[config.mk]
export PLATFORM = sky130hd
export DESIGN_NAME = lattuino_rst_sup
export DESIGN_NICKNAME = d
export VERILOG_FILES = /design/src/rtl/lattuino_rst_sup.sv
export SDC_FILE = /design/constraint.sdc
export NUM_CORES = 1
export LEC_CHECK = 0
export ABC_AREA = 1
export CAP_MARGIN = 10
export CORE_MARGIN = 3
export CORE_UTILIZATION = 30
export DETAILED_ROUTE_END_ITERATION = 12
export SLEW_MARGIN = 30
export SYNTH_ARGS = -nofsm -noshare
export SYNTH_HDL_FRONTEND = slang
export SYNTH_SLANG_ARGS = --single-unit
[constraint.sdc]
create_clock -name clk_i -period 2.65 [get_ports clk_i]
set_input_delay 0.53 -clock clk_i [delete_from_list [all_inputs] [get_ports clk_i]]
set_output_delay 0.53 -clock clk_i [all_outputs]
set_load 0.02 [all_outputs]
[src/rtl/lattuino_rst_sup.sv]
// lattuino_rst_sup: board reset supervisor with stretched POR, synced sources,
// software reset, watchdog and a sticky cause register on a WISHBONE port.
module lattuino_rst_sup #(
  parameter int         NUM_SRC      = 1,
  parameter logic [7:0] SRC_FALL     = 8'h01,
  parameter int         SYNC_STAGES  = 2,
  parameter int         POR_CYCLES   = 16,
  parameter int         PULSE_CYCLES = 8,
  parameter int         WDT_W        = 16
) (
  input  logic               clk_i,
  input  logic               rst_n_i,
  input  logic [NUM_SRC-1:0] src_i,
  input  logic [1:0]         wb_adr_i,
  input  logic [7:0]         wb_dat_i,
  output logic [7:0]         wb_dat_o,
  input  logic               wb_we_i,
  input  logic               wb_stb_i,
  output logic               wb_ack_o,
  output logic               rst_o
);

  localparam int MAXC = (POR_CYCLES > PULSE_CYCLES) ?
                        POR_CYCLES : PULSE_CYCLES;
  localparam int CW = (MAXC > 1) ? $clog2(MAXC) : 1;
  localparam int MW = (NUM_SRC < 4) ? NUM_SRC : 4;
  localparam logic [CW-1:0] POR_LD   = CW'(POR_CYCLES - 1);
  localparam logic [CW-1:0] PULSE_LD = CW'(PULSE_CYCLES - 1);
  localparam logic [NUM_SRC-1:0] IDLE = SRC_FALL[NUM_SRC-1:0];

  typedef enum logic [1:0] {
    S_POR,
    S_RUN,
    S_PULSE
  } state_t;

  state_t            state_q, state_d;
  logic [CW-1:0]     cnt_q, cnt_d;
  logic              rst_q, rst_d;
  logic [3:0]        cause_q, cause_d;
  logic [MW-1:0]     mask_q;
  logic [7:0]        wtop_q;
  logic              wde_q;
  logic [WDT_W-1:0]  wdt_q, wdt_top;
  logic [NUM_SRC-1:0] sync_q [SYNC_STAGES];
  logic [NUM_SRC-1:0] hist_q, sync_o, edge_v, mask_ext;
  logic              wr, wr_ctrl, wr_wtop, kick, wr_cause;
  logic              src_hit, sw_hit, wdt_hit;
  logic [7:0]        ctrl_rd;

  assign wb_ack_o = wb_stb_i;
  assign rst_o    = rst_q;

  assign wr       = wb_stb_i & wb_we_i;
  assign wr_ctrl  = wr & (wb_adr_i == 2'd0);
  assign wr_wtop  = wr & (wb_adr_i == 2'd1);
  assign kick     = wr & (wb_adr_i == 2'd2);
  assign wr_cause = wr & (wb_adr_i == 2'd3);

  // Sources past the fourth have no MASK bit and are always live
  always_comb begin
    mask_ext = '0;
    mask_ext[MW-1:0] = mask_q;
  end

  assign sync_o = sync_q[SYNC_STAGES-1];
  assign edge_v = (IDLE & hist_q & ~sync_o) |
                  (~IDLE & ~hist_q & sync_o);
  assign src_hit = (|(edge_v & ~mask_ext)) && (state_q != S_POR);

  always_comb begin
    wdt_top = '1;
    wdt_top[WDT_W-1 -: 8] = wtop_q;
  end

  assign wdt_hit = wde_q & ~rst_q & ~kick & (wdt_q == wdt_top);
  assign sw_hit  = wr_ctrl & wb_dat_i[1] & ~rst_q;

  always_ff @(posedge clk_i or negedge rst_n_i) begin
    if (!rst_n_i) begin
      for (int s = 0; s < SYNC_STAGES; s++) sync_q[s] <= IDLE;
      hist_q <= IDLE;
    end else begin
      sync_q[0] <= src_i;
      for (int s = 1; s < SYNC_STAGES; s++) sync_q[s] <= sync_q[s-1];
      hist_q <= sync_o;
    end
  end

  always_comb begin
    state_d = state_q;
    cnt_d   = cnt_q;
    rst_d   = rst_q;
    unique case (state_q)
      S_POR: begin
        if (cnt_q == '0) begin
          state_d = S_RUN;
          rst_d   = 1'b0;
        end else begin
          cnt_d = cnt_q - 1'b1;
        end
      end
      S_RUN: begin
        if (src_hit || sw_hit || wdt_hit) begin
          state_d = S_PULSE;
          cnt_d   = PULSE_LD;
          rst_d   = 1'b1;
        end
      end
      S_PULSE: begin
        if (src_hit) begin
          cnt_d = PULSE_LD;
        end else if (cnt_q == '0) begin
          state_d = S_RUN;
          rst_d   = 1'b0;
        end else begin
          cnt_d = cnt_q - 1'b1;
        end
      end
      default: begin
        state_d = S_POR;
        cnt_d   = POR_LD;
        rst_d   = 1'b1;
      end
    endcase
  end

  // New causes win over a same-cycle write-1-to-clear
  always_comb begin
    cause_d = cause_q;
    if (wr_cause) cause_d = cause_d & ~wb_dat_i[3:0];
    cause_d = cause_d | {wdt_hit, sw_hit, src_hit, 1'b0};
  end

  always_ff @(posedge clk_i or negedge rst_n_i) begin
    if (!rst_n_i) begin
      state_q <= S_POR;
      cnt_q   <= POR_LD;
      rst_q   <= 1'b1;
      cause_q <= 4'b0001;
      mask_q  <= '0;
      wtop_q  <= 8'hFF;
      wde_q   <= 1'b0;
      wdt_q   <= '0;
    end else begin
      state_q <= state_d;
      cnt_q   <= cnt_d;
      rst_q   <= rst_d;
      cause_q <= cause_d;
      if (wr_ctrl) mask_q <= wb_dat_i[4 +: MW];
      if (wr_wtop) wtop_q <= wb_dat_i;
      if (rst_q) wde_q <= 1'b0;
      else if (wr_ctrl) wde_q <= wb_dat_i[0];
      if (rst_q || kick || wdt_hit) wdt_q <= '0;
      else if (wde_q) wdt_q <= wdt_q + 1'b1;
    end
  end

  always_comb begin
    ctrl_rd = '0;
    ctrl_rd[0] = wde_q;
    ctrl_rd[4 +: MW] = mask_q;
    wb_dat_o = '0;
    unique case (wb_adr_i)
      2'd0: wb_dat_o = ctrl_rd;
      2'd1: wb_dat_o = wtop_q;
      2'd2: wb_dat_o = '0;
      2'd3: wb_dat_o = {4'b0, cause_q};
      default: wb_dat_o = '0;
    endcase
  end

endmodule

=== Word-level counts from Yosys, hierarchy flattened ===
Cells that the tools add are included.
Widths: inputs -> output; s select.

* Logic and storage cells: 70
* Bits of input ports: 15
* Register bits: 40
* Output and inout bits: 10

* Reductions and logical operators: 12
* Equality and inequality tests: 8
* $add $sub $neg: 2
* Mux-type cells: 18
* Bitwise gates (word level): 19

{| class="wikitable"
|+ Operator list
! cell !! count
|-
| $mux 16 || 2
|-
| $pmux 8 s4 || 1
|-
| $add 16x1->16 const B || 1
|-
| $eq 16x16->1 || 1
|-
| $mux 4 || 4
|-
| $and 1x1->1 || 12
|-
| $pmux 4 s3 || 1
|-
| $eq 2x2->1 const B || 3
|-
| $mux 2 || 3
|-
| $pmux 2 s3 || 1
|-
| $reduce_bool 2->1 || 3
|-
| $mux 1 || 5
|-
| $and 4x4->4 || 1
|-
| $eq 2x1->1 const B || 2
|-
| $logic_not 2->1 || 2
|-
| $logic_not 4->1 || 1
|-
| $logic_or 1x1->1 || 4
|-
| $ne 2x2->1 const B || 2
|-
| $not 1->1 || 4
|-
| $not 4->4 || 1
|-
| $or 4x4->4 || 1
|-
| $sub 4x1->4 const B || 1
|-
| $pmux 1 s3 || 1
|-
| $reduce_and 2->1 || 1
|-
| $logic_and 1x1->1 || 1
|}

=== Longest topological paths before layout ===
Gate-level depths: netlist of run 1.

* Depth after elaboration: 8
* Mapped depth: 12

=== Worst setup path before layout of run 1 ===
Ideal clock, no wire load.

* Path kind: in2out
* Start point: input wb_adr_i[0]
* End point: output wb_dat_o[1]
* Path buffers: 0
* Data arrival time: 1.255 ns
* Stages on the path: 4
* Slack: 0.865 ns
* Path through: inv_2 nor2_1 inv_1 o21ai_0

* Longest elaborated chain between the ends: 2

{| class="wikitable"
|+ Ends and longest elaborated chain
! item !! RTL line !! text
|-
| start: declaration || 14 || <nowiki>input logic [1:0] wb_adr_i,</nowiki>
|-
| $eq 2x2->1 (tied with other cells) || 164 || <nowiki>unique case (wb_adr_i)</nowiki>
|-
| $pmux 8 s4 * || 164 ||
|-
| end: declaration || 16 || <nowiki>output logic [7:0] wb_dat_o,</nowiki>
|}

Mark *: on every way between the ends. The rest lies on a longest branch, timed or not.

=== Final worst setup path of run 1 ===
* Start point: input wb_adr_i[1]
* End point: output wb_dat_o[3]

Same word-level chain as after synthesis.

==> results of run 1 <==
==> worst paths after layout <==
check | startpoint | to | cells past startpoint
max | wb_adr_i[1] | wb_dat_o[3] | 6
min | rst_n_i | state_q[0]$_DFFE_PN0P_ | 1
max reg2reg | wdt_q[0]$_DFFE_PN0P_ | state_q[1]$_DFFE_PN0P_ | 10
min reg2reg | sync_q[1]$_DFF_PN1_ | sync_o$_DFF_PN1_ | 0
max in group asynchronous | rst_n_i | wtop_q[6]$_DFFE_PN1P_ | 1
min in group clk_i | sync_q[1]$_DFF_PN1_ | sync_o$_DFF_PN1_ | 0
==> synth_stat cells <==
| cell | n | area (um^2) |
|---|---|---|
| ha_1 | 2 | 25.0 |
| o221ai_1 | 1 | 8.76 |
| nor3_1 | 4 | 20.0 |
| dfrtp_1 | 23 | 576 |
| clkbuf_1 | 1 | 3.75 |
| nand4_1 | 6 | 37.5 |
| xnor2_1 | 3 | 26.3 |
| xor2_1 | 11 | 96.3 |
| dfstp_2 | 17 | 447 |
| nand3b_1 | 1 | 7.51 |
| nor2_2 | 2 | 12.5 |
| and3_1 | 2 | 12.5 |
| nor2_4 | 1 | 11.3 |
| buf_2 | 1 | 5.00 |
| o211ai_1 | 2 | 15.0 |
| buf_6 | 2 | 22.5 |
| buf_4 | 1 | 7.51 |
| nand2_2 | 6 | 37.5 |
| o21ai_1 | 4 | 20.0 |
| inv_1 | 36 | 135 |
| nand2_1 | 69 | 259 |
| inv_2 | 1 | 3.75 |
| o211ai_2 | 1 | 12.5 |
| nor2_1 | 41 | 154 |
| o21ai_0 | 18 | 90.1 |
| nand3_1 | 13 | 65.1 |
| a21oi_1 | 9 | 45.0 |
| o21a_1 | 1 | 7.51 |
==> through the flow <==
stage | setup TNS (ps) | std cells | power, mW | utilization (%) | hold slack (ps)
after detailed placement | -430 | 399 | 1.42 | 36.4 | 353
after CTS | 0 | 407 | 1.85 | 37.6 | 361
final | 0 | 407 | 1.82 | 37.7 | 203
after global routing | 0 | 407 | 1.98 | 37.7 | 237
after global placement | -390 | 399 | 1.41 | 36.4 | 347
after floorplan | 0 | 279 | 1.26 | - | 234
==> layout make-up <==
| class | count | share of cell area [%] |
|---|---|---|
| inverters | 37 | 5.33 |
| well taps | 96 | 4.61 |
| multi-input cells | 197 | 37.0 |
| flip-flops and latches | 40 | 39.3 |
| repair buffers | 29 | 10.3 |
| clock buffers | 8 | 3.46 |
==> flip-flops by register name, indices dropped and copies added, names as in the netlist, 2 cells and up <==
register,cells
state_q,2
wtop_q,8
cnt_q,4
wdt_q,16
cause_q,4
==> where the power goes <==
part	switching, mW	internal (mW)	leakage (nW)
sequential	0.0852	0.765	0.491
combinational	0.333	0.214	0.700
clock	0.209	0.212	0.0455
total	0.628	1.19	1.24
==> cell families after synthesis <==
kind of cell / count (synthesis) / synth area share (%)
fa+ha+maj: 2 / 1.16
buf+inv: 42 / 8.21
xor+xnor: 14 / 5.67
flops: 40 / 47.3
compound gates: 36 / 9.20
simple gates: 145 / 28.5
==> critical path: cells and delay by family <==
| kind | cells | cell delay [ps] |
|---|---|---|
| AND/OR/NAND/NOR | 1 | 170 |
| buffers and inverters | 4 | 1110 |
| AO/OA/AOI/OAI | 1 | 130 |
==> what timing repair did <==
action                     CTS  global route
gates cloned                 0             0
gates resized for setup      7             1
setup endpoints to repair    7             1
hold buffers                 0             0
==> layer usage <==
| layer | GRT usage (%) | share of wire, % | vias to the layer above |
|---|---|---|---|
| met5 | 0 | 0 | - |
| met4 | 2.64 | 0.85 | 0 |
| met2 | 19.5 | 46 | 31 |
| li1 | - | - | 935 |
| met1 | 17.3 | 48 | 857 |
| met3 | 4.33 | 5.2 | 4 |
==> summary.txt, run 1 <==
Pwr
  • Peak supply drop: 0.282 mV
  • Leakage: 1.24 nW
  • Power per Cell Area: 699 nW/um^2

Timing
  • PnR worst setup slack: 174 ps
  • Final setup viols: 0
  • Final Max Tran Viols: 0
  • Fmax: 0.404 GHz
  • Post-layout min period: 2480 ps
  • Worst Max-Slew Pin Slew: 503 ps
  • Hold Vio Cnt, Final: 0
  • Final period util: 93.4%
  • RSZ-0062 raised after global routing: false
  • Slew margin rel.: 66.5%
  • Clock Skews: 5.23 ps

Detailed routing
  • DR vias: 1827
  • Drt total wl: 4730 um
  • WL/cell: 11.6 um
  • Antenna-violating nets left: 0
  • First-pass DRT Iterations: 4
  • DRC Markers: 0
  • DRT iter0 DRCs: 75
  • Vias per cell: 4.49

CTS
  • CTS tree: yes
  • H-tree levels: 2
  • Worst-path clk slew: 70 ps
  • CTS Sinks: 40
  • Clk root buf: clkbuf_8
  • Clock latency on the worst-skew pair: 300 ps
  • Setup Fix Bufs, Post-CTS: 0
  • Max clock buf depth: 2
  • CTS Buf Count: 5

Placed design
  • Post-DP HPWL: 3510 um
  • IO buf count: 24
  • Placed cell area: 2520 um^2
  • GPL Wtd Cong: 0.774
  • Post-place setup slack: -112 ps

Die
  • Chip Width: 90.9 um
  • Core ar.: 6910 um^2
  • Initial Util: 31.3%
  • Die height: 90.9 um
  • FP Rows: 30
  • Num ports: 25
  • Total die area: 8270 um^2

Synth
  • Synthesized flop and latch total: 40
  • Seq/Total Area, Yosys: 47.3%
  • Synth Warn #: 0
  • Syn Inst Count: 279
  • Cell Area, Synth: 2160 um^2
  • Syn_area_per_cell: 7.75 um^2
  • Syn_nets: 296
  • Yosys cell types: 28

Global route
  • Total GRT Usage: 12.7%
  • Number of global-route vias before repair: 1835
  • Antenna violations before repair: 0
  • Largest net degree at the start of global routing: 41
  • First-pass GRT wire length: 8590 um
  • Total gr overflow: 0

Cells and area
  • Leading cell type in the layout, fill and taps excluded: nand2_1
  • Filler cell count: 754
  • Multi-input gate area: 963 um^2
  • Layout cells sized above 1: 12.9%
  • Area Overhead vs Synth: 20.4%
  • Design Area, Final: 2600 um^2
  • N_diodes: 0
  • Net count, final: 327
  • Register Area: 1020 um^2
  • Most frequent cells in the layout: 69 x nand2_1, 41 x nor2_1, 36 x inv_1

Min path
  • Worst hold-check path type: input pin to asynchronous set/reset pin

Critical path
  • WP data arrival: 1950 ps
  • CP Cell Sequence: clkdlybuf4s50_1 > nor2_1 > inv_1 > buf_4 > o21ai_0 > dlygate4sd2_1
  • Crit-path max FO: 5
  • Worst path max stage delay: 500 ps
  • CP max-delay cell: clkdlybuf4s50_1
  • Critical path capture point type: output pin
  • Critical Path Start Type: input pin
  • Flop-to-flop setup slack: 1000 ps
  • Worst path required time: 2120 ps
  • Setup CP Type: input pin to output pin

Status
  • Status: complete, no violations

Run
  • Max-capacitance violation count: 0
Note: power is estimated with default switching activity, not from simulation.
==> run 2: changes to the inputs <==
Settings changed: SKIP_CTS_REPAIR_TIMING from default to 1.
==> summary.txt, run 2 (synthesized netlist as in run 1, its figures left out) <==
Global route
  • Antenna violations before repair: 0 (unchanged)
  • Number of global-route vias before repair: 1835 (unchanged)
  • Largest net degree at the start of global routing: 41 (unchanged)
  • First-pass GRT wire length: 8590 um (unchanged)
  • Total gr overflow: 0 (unchanged)
  • Total GRT Usage: 12.7% (unchanged)

Detailed routing
  • DR vias: 1838 (+0.60%)
  • DRT iter0 DRCs: 79 (+5.3%)
  • DRC Markers: 0 (unchanged)
  • Vias per cell: 4.52 (+0.60%)
  • First-pass DRT Iterations: 4 (unchanged)
  • Drt total wl: 4770 um (+0.68%)
  • WL/cell: 11.7 um (+0.68%)
  • Antenna-violating nets left: 0 (unchanged)

Die
  • Initial Util: 31.3% (unchanged)
  • Total die area: 8270 um^2 (unchanged)
  • Chip Width: 90.9 um (unchanged)
  • FP Rows: 30 (unchanged)
  • Num ports: 25 (unchanged)
  • Core ar.: 6910 um^2 (unchanged)
  • Die height: 90.9 um (unchanged)

Timing
  • Fmax: 0.422 GHz (+4.5%)
  • Final setup viols: 0 (unchanged)
  • Clock Skews: 5.52 ps (+0.293 ps)
  • Final Max Tran Viols: 0 (unchanged)
  • Worst Max-Slew Pin Slew: 503 ps (+0.255 ps)
  • Hold Vio Cnt, Final: 0 (unchanged)
  • PnR worst setup slack: 281 ps (+106 ps)
  • Slew margin rel.: 66.5% (about the same)
  • Final period util: 89.4% (-4.0 points)
  • RSZ-0062 raised after global routing: false
  • Post-layout min period: 2370 ps (-106 ps)

Cells and area
  • Net count, final: 327 (unchanged)
  • Largest Register: wdt_q
  • Most frequent cells in the layout: 69 x nand2_1, 41 x nor2_1, 36 x inv_1
  • Area Overhead vs Synth: 21.6%
  • Design Area, Final: 2630 um^2 (+1.0%)
  • N_diodes: 0 (unchanged)
  • Layout cells sized above 1: 12.9% (unchanged)
  • Leading cell type in the layout, fill and taps excluded: nand2_1
  • Largest regs: wdt_q x16, wtop_q x8
  • Max reg flops: 16 (unchanged)

Critical path
  • WP data arrival: 1840 ps (-110 ps)
  • Worst path required time: 2120 ps (about the same)
  • Critical path capture point type: output pin
  • Setup CP Type: input pin to output pin
  • Crit-path max FO: 5 (unchanged)
  • Critical Path Start Type: input pin

CTS
  • CTS Sinks: 40 (unchanged)
  • CTS Buf Count: 5 (unchanged)
  • Max clock buf depth: 2 (unchanged)
  • Worst-path clk slew: 70 ps (about the same)
  • H-tree levels: 2 (unchanged)
  • Clk root buf: clkbuf_8
  • Clock latency on the worst-skew pair: 300 ps (about the same)
  • CTS tree: yes

Placed design
  • Post-place setup slack: -112 ps (unchanged)
  • Post-DP HPWL: 3510 um (unchanged)
  • Placed cell area: 2520 um^2 (unchanged)
  • IO buf count: 24 (unchanged)
  • GPL Wtd Cong: 0.774 (unchanged)

Run
  • Max-capacitance violation count: 0 (unchanged)

Pwr
  • Peak supply drop: 0.282 mV (about the same)
  • Leakage: 1.32 nW (+6.7%)
  • Power per Cell Area: 694 nW/um^2 (-0.68%)

Min path
  • Worst hold-check path type: input pin to asynchronous set/reset pin

Status
  • Status: complete, no violations
[run 2: cell count changes in the layout (fill, tap and decap cells not counted)]
cell and delta:
dlygate4sd2_1 -7, dlymetal6s2s_1 +7
[run 2: path summary, 6_finish.rpt]
| kind | endpoint | startpoint | slack (ps) | cells past startpoint |
|---|---|---|---|---|
| max | wb_dat_o[3] | wb_adr_i[1] | 280 | 6 |
| min reg2reg | sync_o$_DFF_PN1_ | sync_q[1]$_DFF_PN1_ | 360 | 0 |
| max reg2reg | state_q[1]$_DFFE_PN0P_ | wdt_q[0]$_DFFE_PN0P_ | 1000 | 10 |
| min | state_q[0]$_DFFE_PN0P_ | rst_n_i | 200 | 1 |
| max in group asynchronous | wtop_q[6]$_DFFE_PN1P_ | rst_n_i | 2080 | 1 |
| min in group clk_i | sync_o$_DFF_PN1_ | sync_q[1]$_DFF_PN1_ | 360 | 0 |
[run 2: through the flow]
step | total power [mW] | cells | hold WS, ps | setup TNS, ps | util (%)
floorplan | 1.26 | 279 | 234 | 0 | -
global placement | 1.41 | 399 | 347 | -390 | 36.4
detailed placement | 1.42 | 399 | 353 | -430 | 36.4
CTS | 1.85 | 407 | 361 | -442 | 37.8
global route | 1.99 | 407 | 237 | 0 | 38.1
finish | 1.83 | 407 | 202 | 0 | 38.1
[run 2: worst max-delay path: stages]
cell,delay [ps]
clkdlybuf4s50_1,500
nor2_1,170
inv_1,100
buf_4,160
o21ai_0,130
dlymetal6s2s_1,250
[run 2: where the power goes]
group / total (mW) / switching (mW) / internal [mW]
clock network: 0.421 / 0.209 / 0.212
registers: 0.850 / 0.0852 / 0.765
logic: 0.553 / 0.334 / 0.220
total: 1.83 / 0.628 / 1.20
[run 2: cell type report]
type	instances	area (um^2)
multi-input cells	197	963
flip-flops and latches	40	1020
inverters	37	139
fillers	749	4280
well taps	96	120
repair buffers	29	295
clock buffers	8	90.1
[run 2: per-layer routing]
layer | track usage (%) | wire, um
met5 | 0 | 0
met4 | 2.64 | 40
met3 | 4.33 | 259
met2 | 19.5 | 2190
met1 | 17.3 | 2270
==> run 3: changes to the inputs <==
Settings changed: ABC_CLOCK_PERIOD_IN_PS from default to 2650.
==> results of run 3 <==
The final DEF is identical to that of run 2; final timing and power are the same.
